### src/rtl/ctrl_pkg.sv
`default_nettype none
// ============================================================================
// Module   : ctrl_pkg
// Brief    : Shared types and constants for the ktc32 multicycle sequencer:
//            opcode and state encodings, instruction classes, ALU op codes.
//            Optional feature macro: CTRL_ILLEGAL_TRAP_EN (adds the TRAP state).
// Revision : 1.0 - initial release
// ============================================================================
package ctrl_pkg;

  typedef enum logic [3:0] {
    OP_ADD  = 4'h0,
    OP_SUB  = 4'h1,
    OP_AND  = 4'h2,
    OP_OR   = 4'h3,
    OP_SLT  = 4'h4,
    OP_ADDI = 4'h5,
    OP_LW   = 4'h6,
    OP_SW   = 4'h7,
    OP_BEQ  = 4'h8,
    OP_BNE  = 4'h9,
    OP_JMP  = 4'hA
  } opcode_e;

  typedef enum logic [2:0] {
    S_IDLE   = 3'd0,
    S_DECODE = 3'd1,
    S_EXEC   = 3'd2,
    S_MEM    = 3'd3,
    S_WB     = 3'd4
`ifdef CTRL_ILLEGAL_TRAP_EN
    ,
    S_TRAP   = 3'd5
`endif
  } state_e;

  typedef enum logic [2:0] {
    CLS_ALU     = 3'd0,
    CLS_LOAD    = 3'd1,
    CLS_STORE   = 3'd2,
    CLS_BEQ     = 3'd3,
    CLS_BNE     = 3'd4,
    CLS_JUMP    = 3'd5,
    CLS_ILLEGAL = 3'd6
  } iclass_e;

  localparam logic [2:0] ALU_AND = 3'b000;
  localparam logic [2:0] ALU_OR  = 3'b001;
  localparam logic [2:0] ALU_ADD = 3'b010;
  localparam logic [2:0] ALU_SUB = 3'b110;
  localparam logic [2:0] ALU_SLT = 3'b111;

endpackage
`default_nettype wire

### src/rtl/ctrl_dec.sv
`default_nettype none
// ============================================================================
// Module   : ctrl_dec
// Brief    : Purely combinational opcode decoder. Produces the EXEC-phase ALU
//            routing and the instruction class used by the sequencer.
// Revision : 1.0 - initial release
// ============================================================================
module ctrl_dec
  import ctrl_pkg::*;
(
  input  logic [3:0] opcode,
  output logic [2:0] alucontrol,
  output logic       op_swap,
  output logic       srcb_imm,
  output iclass_e    iclass
);

  // Opcode to ALU routing and class; anything unlisted is illegal.
  always_comb begin
    alucontrol = ALU_AND;
    op_swap    = 1'b0;
    srcb_imm   = 1'b0;
    iclass     = CLS_ILLEGAL;
    case (opcode)
      OP_ADD:  begin alucontrol = ALU_ADD; iclass = CLS_ALU; end
      // ALU computes srcb-srca, so swapping yields rs-rt
      OP_SUB:  begin alucontrol = ALU_SUB; op_swap = 1'b1; iclass = CLS_ALU; end
      OP_AND:  begin alucontrol = ALU_AND; iclass = CLS_ALU; end
      OP_OR:   begin alucontrol = ALU_OR;  iclass = CLS_ALU; end
      OP_SLT:  begin alucontrol = ALU_SLT; op_swap = 1'b1; iclass = CLS_ALU; end
      OP_ADDI: begin alucontrol = ALU_ADD; srcb_imm = 1'b1; iclass = CLS_ALU; end
      OP_LW:   begin alucontrol = ALU_ADD; srcb_imm = 1'b1; iclass = CLS_LOAD; end
      OP_SW:   begin alucontrol = ALU_ADD; srcb_imm = 1'b1; iclass = CLS_STORE; end
      OP_BEQ:  begin alucontrol = ALU_SUB; iclass = CLS_BEQ; end
      OP_BNE:  begin alucontrol = ALU_SUB; iclass = CLS_BNE; end
      OP_JMP:  begin iclass = CLS_JUMP; end
      default: ;
    endcase
  end

endmodule
`default_nettype wire

### src/rtl/ctrl_fsm.sv
`default_nettype none
// ============================================================================
// Module   : ctrl_fsm
// Brief    : Multicycle control sequencer for the ktc32 datapath. Accepts one
//            instruction per valid/ready handshake and walks it through
//            DECODE, EXEC, MEM and WB, driving ALU routing and enables.
//            Optional feature macro: CTRL_ILLEGAL_TRAP_EN (illegal opcodes
//            lock the sequencer in TRAP until reset; otherwise they are NOPs).
// Revision : 1.0 - initial release
// ============================================================================
module ctrl_fsm
  import ctrl_pkg::*;
#(
  parameter int XLEN = 32
) (
  input  logic            clk,
  input  logic            rst_n,
  input  logic            instr_valid,
  input  logic [XLEN-1:0] instr,
  output logic            instr_ready,
  input  logic            zero,
  input  logic            mem_ready,
  output logic [2:0]      alucontrol,
  output logic            op_swap,
  output logic            srcb_imm,
  output logic            reg_we,
  output logic            wb_mem,
  output logic            mem_re,
  output logic            mem_we,
  output logic            pc_we,
  output logic            illegal
);

  state_e     state;
  state_e     state_next;
  logic [3:0] opcode;
  logic [2:0] dec_alucontrol;
  logic       dec_op_swap;
  logic       dec_srcb_imm;
  iclass_e    iclass;

  // Only the opcode field matters to the sequencer; fold the rest away.
  logic unused_instr_bits;
  assign unused_instr_bits = ^instr[XLEN-5:0];

  ctrl_dec u_dec (
    .opcode     (opcode),
    .alucontrol (dec_alucontrol),
    .op_swap    (dec_op_swap),
    .srcb_imm   (dec_srcb_imm),
    .iclass     (iclass)
  );

  // State register; reset aborts any in-flight instruction immediately.
  always_ff @(posedge clk or negedge rst_n) begin
    if (!rst_n) state <= S_IDLE;
    else        state <= state_next;
  end

  // Opcode is captured only on a completed handshake.
  always_ff @(posedge clk or negedge rst_n) begin
    if (!rst_n)                               opcode <= 4'h0;
    else if (instr_valid && state == S_IDLE) opcode <= instr[XLEN-1 -: 4];
  end

  // Next-state sequencing.
  always_comb begin
    state_next = state;
    case (state)
      S_IDLE:   if (instr_valid) state_next = S_DECODE;
      S_DECODE: begin
        if (iclass == CLS_ILLEGAL) begin
`ifdef CTRL_ILLEGAL_TRAP_EN
          state_next = S_TRAP;
`else
          state_next = S_IDLE;
`endif
        end else begin
          state_next = S_EXEC;
        end
      end
      S_EXEC: begin
        case (iclass)
          CLS_ALU:             state_next = S_WB;
          CLS_LOAD, CLS_STORE: state_next = S_MEM;
          default:             state_next = S_IDLE;
        endcase
      end
      S_MEM:    if (mem_ready) state_next = (iclass == CLS_LOAD) ? S_WB : S_IDLE;
      S_WB:     state_next = S_IDLE;
`ifdef CTRL_ILLEGAL_TRAP_EN
      S_TRAP:   state_next = S_TRAP;
`endif
      default:  state_next = S_IDLE;
    endcase
  end

  // Output decode from state and latched opcode; ALU routing holds EXEC..WB.
  always_comb begin
    instr_ready = (state == S_IDLE);
    alucontrol  = ALU_AND;
    op_swap     = 1'b0;
    srcb_imm    = 1'b0;
    reg_we      = 1'b0;
    wb_mem      = 1'b0;
    mem_re      = 1'b0;
    mem_we      = 1'b0;
    pc_we       = 1'b0;
    illegal     = 1'b0;
    if (state == S_EXEC || state == S_MEM || state == S_WB) begin
      alucontrol = dec_alucontrol;
      op_swap    = dec_op_swap;
      srcb_imm   = dec_srcb_imm;
    end
    if (state == S_EXEC) begin
      case (iclass)
        CLS_BEQ:  pc_we = zero;
        CLS_BNE:  pc_we = ~zero;
        CLS_JUMP: pc_we = 1'b1;
        default:  pc_we = 1'b0;
      endcase
    end
    if (state == S_MEM) begin
      mem_re = (iclass == CLS_LOAD);
      mem_we = (iclass == CLS_STORE);
    end
    if (state == S_WB) begin
      reg_we = 1'b1;
      wb_mem = (iclass == CLS_LOAD);
    end
`ifdef CTRL_ILLEGAL_TRAP_EN
    illegal = (state == S_TRAP);
`endif
  end

endmodule
`default_nettype wire
### config.mk
export PLATFORM = sky130hd
export DESIGN_NAME = ctrl_fsm
export DESIGN_NICKNAME = d
export VERILOG_FILES = /design/src/rtl/ctrl_pkg.sv /design/src/rtl/ctrl_dec.sv /design/src/rtl/ctrl_fsm.sv
export SDC_FILE = /design/constraint.sdc
export NUM_CORES = 1
export LEC_CHECK = 0
export ABC_AREA = 1
export BUFFER_PORTS_ARGS = -buffer_cell sky130_fd_sc_hd__buf_2
export CAP_MARGIN = 20
export CORE_AREA = 3 3 43 45
export DETAILED_ROUTE_END_ITERATION = 16
export DIE_AREA = 0 0 46 48
export GPL_ROUTABILITY_DRIVEN = 0
export HOLD_SLACK_MARGIN = 0.12
export PLACE_DENSITY_LB_ADDON = 0.08
export SLEW_MARGIN = 20
export SYNTH_ARGS = -nofsm -noshare
export SYNTH_HDL_FRONTEND = slang
export SYNTH_HIERARCHICAL = 1
export SYNTH_SLANG_ARGS = --single-unit
export TNS_END_PERCENT = 30
### constraint.sdc
create_clock -name clk -period 4.3 [get_ports clk]
set_clock_uncertainty 0.1 [all_clocks]
set_input_delay 0.43 -clock clk [delete_from_list [all_inputs] [get_ports clk]]
set_output_delay 0.43 -clock clk [all_outputs]
set_load 0.05 [all_outputs]
# Yosys cells after proc, flatten, opt, wreduce, memory -nomap -nowiden
# Cells that the tools add are included.
# word_totals
inputBits	37
regBits	7
elab_cells	57
out_inout_bits	12
# op_classes
n_reduce_logical	13
bitwise	1
n_eq_ne	22
n_mux	19
# op_table
cell	n
$pmux W3 S4	2
$pmux W3 S6	1
$eq A4 B3 Y1 const B	4
$eq A3 B2 Y1 const B	4
$eq A3 B3 Y1 const B	4
$eq A4 B4 Y1 const B	3
$mux W3	4
$mux W1	9
$eq A4 B2 Y1 const B	2
$eq A3 B1 Y1 const B	2
$logic_not A3 Y1	2
$pmux W3 S2	1
$reduce_or A3 Y1	2
$reduce_or A6 Y1	1
$eq A4 B1 Y1 const B	1
$logic_not A4 Y1	1
$ne A2 B2 Y1 const B	2
$reduce_or A2 Y1	2
$reduce_or A4 Y1	1
$pmux W1 S3	1
$logic_or A1 B1 Y1	2
$mux W2	1
$reduce_and A2 Y1	1
$logic_and A1 B1 Y1	1
$not A1 Y1	1

# Longest topological paths before layout
# logic_depth
ltp_word	7
ltp_mapped	9

# Hierarchy
# The synthesis kept the hierarchy.
# by_module_without_submodules
module	seq_area_each_um2	area_per_inst_um2	n_inst	cells_each
ctrl_fsm	175.2	450.4	1	68
ctrl_dec	0.0	140.1	1	31

# Worst setup path before layout
# No wires, ideal clock.
# synth_timing
path_kind	register to output
startpoint	reg state[1]
endpoint	out alucontrol[0]
stages_incl_launch_ff	6
path_buffers	0
arrival_ns	1.696
setup_slack_ns	2.074
required_ns	3.770
path_cell_list	dfrtp_1 -> nor2_2 -> nand2_1 -> inv_1 -> a21oi_2 -> nor2_1
# synth_between
elab_chain_cells	4
elab_cells_between_ends	6
# synth_lines
element	line_no	rtl
start, declared	ctrl_fsm.sv:34	state_e state;
start signal, assigned	ctrl_fsm.sv:57	else state <= state_next;
$eq A3 B2 Y1	ctrl_fsm.sv:110	if (state == S_EXEC || state == S_MEM || state == S_WB) begin
$logic_or A1 B1 Y1	ctrl_fsm.sv:110	
$logic_or A1 B1 Y1 *	ctrl_fsm.sv:110	
$mux W3 *	ctrl_fsm.sv:110	
end, declared	ctrl_fsm.sv:23	output logic [2:0] alucontrol,
# Every way passes the cells marked *; elsewhere a longest branch is shown, timed or not.

# Final worst setup path
# layout_timing
startpoint	reg opcode[3]
endpoint	out mem_re
# layout_between
elab_chain_cells	5
elab_cells_between_ends	15
# layout_lines
element	line_no	rtl
start, declared	ctrl_fsm.sv:36	logic [3:0] opcode;
start signal, assigned	ctrl_fsm.sv:63	else if (instr_valid && state == S_IDLE) opcode <= instr[XLEN-1 -: 4];
$eq A4 B1 Y1 (tied with other cells)	ctrl_dec.sv:24	case (opcode)
$reduce_or A6 Y1 (no source line)	-	
$pmux W3 S6 *	ctrl_dec.sv:24	
net iclass[1]	ctrl_fsm.sv:40	iclass_e iclass;
$eq A3 B1 Y1 *	ctrl_fsm.sv:124	mem_re = (iclass == CLS_LOAD);
$mux W1 *	ctrl_fsm.sv:123	if (state == S_MEM) begin
end, declared	ctrl_fsm.sv:28	output logic mem_re,
# The timed path passes the listed nets; every way through them passes the cells marked *.

==> flow_summary.yaml <==
status:
  outcome: "finished, final reports clean"
yosys:
  synth-edff-count: 0
  yosys-top-cells-area: "dfrtp_1 (30%), nand2_1 (16%), nor2_1 (11%)"
  postSynthCellCount: 99
  synth-seq-area-share_pct: 29.7
  synth_common_cells: "nand2_1 (25), nor2_1 (17), inv_1 (15), nand3_1 (9), dfrtp_1 (7)"
  yosys_warnings: 6
  syn_area_sq_um: 591
  syn_avg_cell_area_sq_um: 5.97
  syn-num-nets: 136
  synth_top_area_share_pct: 29.7
  yosysMostFrequentCell: "nand2_1"
  yosysTopAreaCell: "dfrtp_1"
  ys_seq_elements: 7
  yosys_most_used_dff: "dfrtp_1"
  synth_cell_type_count: 19
  async_flop_share_pct: 100
cts:
  clockRootBuffer: "clkbuf_4"
  cts_tree: "yes"
  htreeDepth: 1
  ctsLongestPathBuffers: 2
  clkSlewWorstSetupHoldPaths_ns: 0.05
  cts.sinks: 7
  cts_setup_buffers: 0
  numCtsBuffers: 3
  clk-insertion-delay-late_ns: 0.24
routing:
  antenna_left: 0
  wl_per_cell_um: 8.98
  drc: 0
  drt-pass1-iter-count: 2
  wl_mm: 1.24
  vias: 628
  via_per_inst: 4.55
  drtIter0Drc: 9
pwr:
  power_mw: 0.637
  p_int_mw: 0.256
  power_frac_comb_pct: 67.5
  ir_drop_v: 0.000470
  p_seq_share_pct: 23.4
  power_switching_mw: 0.381
  power.leakage_nw: 0.436
  swShare_pct: 59.8
  pwr-share-clk_pct: 9.1
  power_density_mw_per_mm2: 867
global_routing:
  grt_pass1_wl_mm: 2.07
  grt_max_degree: 8
  grt_usage_pct: 12.8
  antenna_found_initial: 0
  overflow: 0
  grt_pass1_vias: 507
floorplanning:
  die_y_um: 48
  die_w_um: 46
  io_pins: 49
  rows: 14
  dieArea_sq_mm: 0.00221
  core_sq_mm: 0.00151
  start_util_pct: 39.2
setup_path:
  cp.arrival_ns: 1.82
  crit_slowest_cell: "dfrtp_1"
  crit_path_start_kind: "flop"
  cpPeakStageDelay_ns: 0.47
  criticalPathCategory: "reg -> out"
  worst_ep_required_time_ns: 3.77
  cp_max_fo: 7
  worstPathCellList: "nor2_1, inv_1, nand2_1, nand2_1, nor2_1, nand2_1, nor2_1, buf_2"
  crit_path_end_kind: "output port"
timing:
  final-setup-viol-count: 0
  finalCritPeriodShare_pct: 54.7
  fin_setup_tns_ns: 0
  period_minus_slack_ns: 2.35
  drv_slew: 0
  max_freq_mhz: 425
  hold_slack_ns: 0.315
  rsz0062_at_grt: "false"
  finalHoldViolations: 0
placement:
  place_area_sq_um: 698
  hpwlAfterDp_mm: 1.07
  port-buffer-count: 19
run:
  max_cap_violations: 0
cells_and_area:
  fin_util_pct: 48.8
  n_antenna_cell: 0
  syn2layout_area_growth_pct: 24.4
  fin_area_sq_um: 734
  drive_above_1_share_pct: 28.7
  nets: 160
min_path:
  hold_class: "in -> reg"
==> registers in the layout, indices dropped and copies added, names as in the netlist <==
signal  count
opcode      4
state       3
==> metal layers <==
metal  routed length, um  share of wire (%)  up-vias  GRT usage [%]
li1                    -                  -      353              -
met2                 598                 48       13           21.2
met1                 577                 47      262           17.0
met5                   0                  0        -              0
met4                   0                  0        0           5.11
met3                  62                5.0        0           1.13
==> power groups by stage <==
stage / logic [mW] / registers (mW) / clock network [mW]
after floorplan: 0.358 / 0.138 / 0
after global placement: 0.429 / 0.149 / 0
after detailed placement: 0.434 / 0.150 / 0
after CTS: 0.436 / 0.149 / 0.0612
after global routing: 0.485 / 0.156 / 0.0641
final: 0.430 / 0.149 / 0.0580
==> critical path, delay by kind of cell (launching register included) <==
family / cells / cell delay, ns
flops: 1 / 0.47
buf+inv: 2 / 0.34
simple gates: 6 / 0.76
==> repair_timing <==
item | 4_1_cts | 5_1_grt
hold endpoints to repair | 7 | 0
hold buffers | 1 | 0
resized for setup | 0 | 0
==> cell type report <==
type	instances	area, sq um
clock buffers	4	26.3
well taps	16	20.0
inverters	19	71.3
fillers	166	772
repair buffers	20	105
flip-flops and latches	7	175
multi-input cells	72	337
==> cells in the final DEF, fill, tap and decap left out <==
| master | netlist | final |
|---|---|---|
| nand2_1 | 25 | 25 |
| buf_2 | 0 | 19 |
| nor2_1 | 17 | 17 |
| inv_1 | 15 | 15 |
| nand3_1 | 9 | 9 |
| dfrtp_1 | 7 | 7 |
| a21oi_1 | 5 | 5 |
| inv_2 | 4 | 4 |
| nor2_2 | 3 | 3 |
| o21ai_0 | 3 | 3 |
| clkbuf_4 | 0 | 3 |
| nand2_2 | 2 | 2 |
| a21oi_2 | 1 | 1 |
| nor3_2 | 1 | 1 |
| and3b_2 | 1 | 1 |
| nand4_1 | 1 | 1 |
| nor3_1 | 1 | 1 |
| conb_1 | 1 | 1 |
| clkbuf_1 | 0 | 1 |
| dlygate4sd3_1 | 0 | 1 |
| nor2_4 | 1 | 1 |
| nand3b_1 | 1 | 1 |
==> stage by stage <==
step	setup slack, ns	instances
CTS	1.93	138
global placement	2.24	133
floorplan	2.07	99
finish	1.95	138
detailed placement	2.21	133
global route	1.76	138
==> worst paths after layout <==
check                      startpoint        end  slack (ns)  depth (start not counted)
setup / recovery            opcode[3]     mem_re        1.95                          8
hold / removal              instr[30]  opcode[2]        0.31                          3
setup reg to reg            opcode[3]   state[0]        2.66                          9
hold reg to reg             opcode[1]  opcode[1]        0.50                          2
max in group asynchronous       rst_n  opcode[0]        3.50                          2
min in group asynchronous       rst_n   state[1]        0.44                          2
==> cells by family (layout without fill, tap and decap cells) <==
logic type      Yosys count  in the layout  share of synthesized area (%)
other cells               1              1                          0.635
compound gates            9              9                           8.26
buf+inv                  20             43                           13.3
simple gates             62             62                           48.1
flops                     7              7                           29.7
No activity file was read; power rests on OpenSTA's default activity.
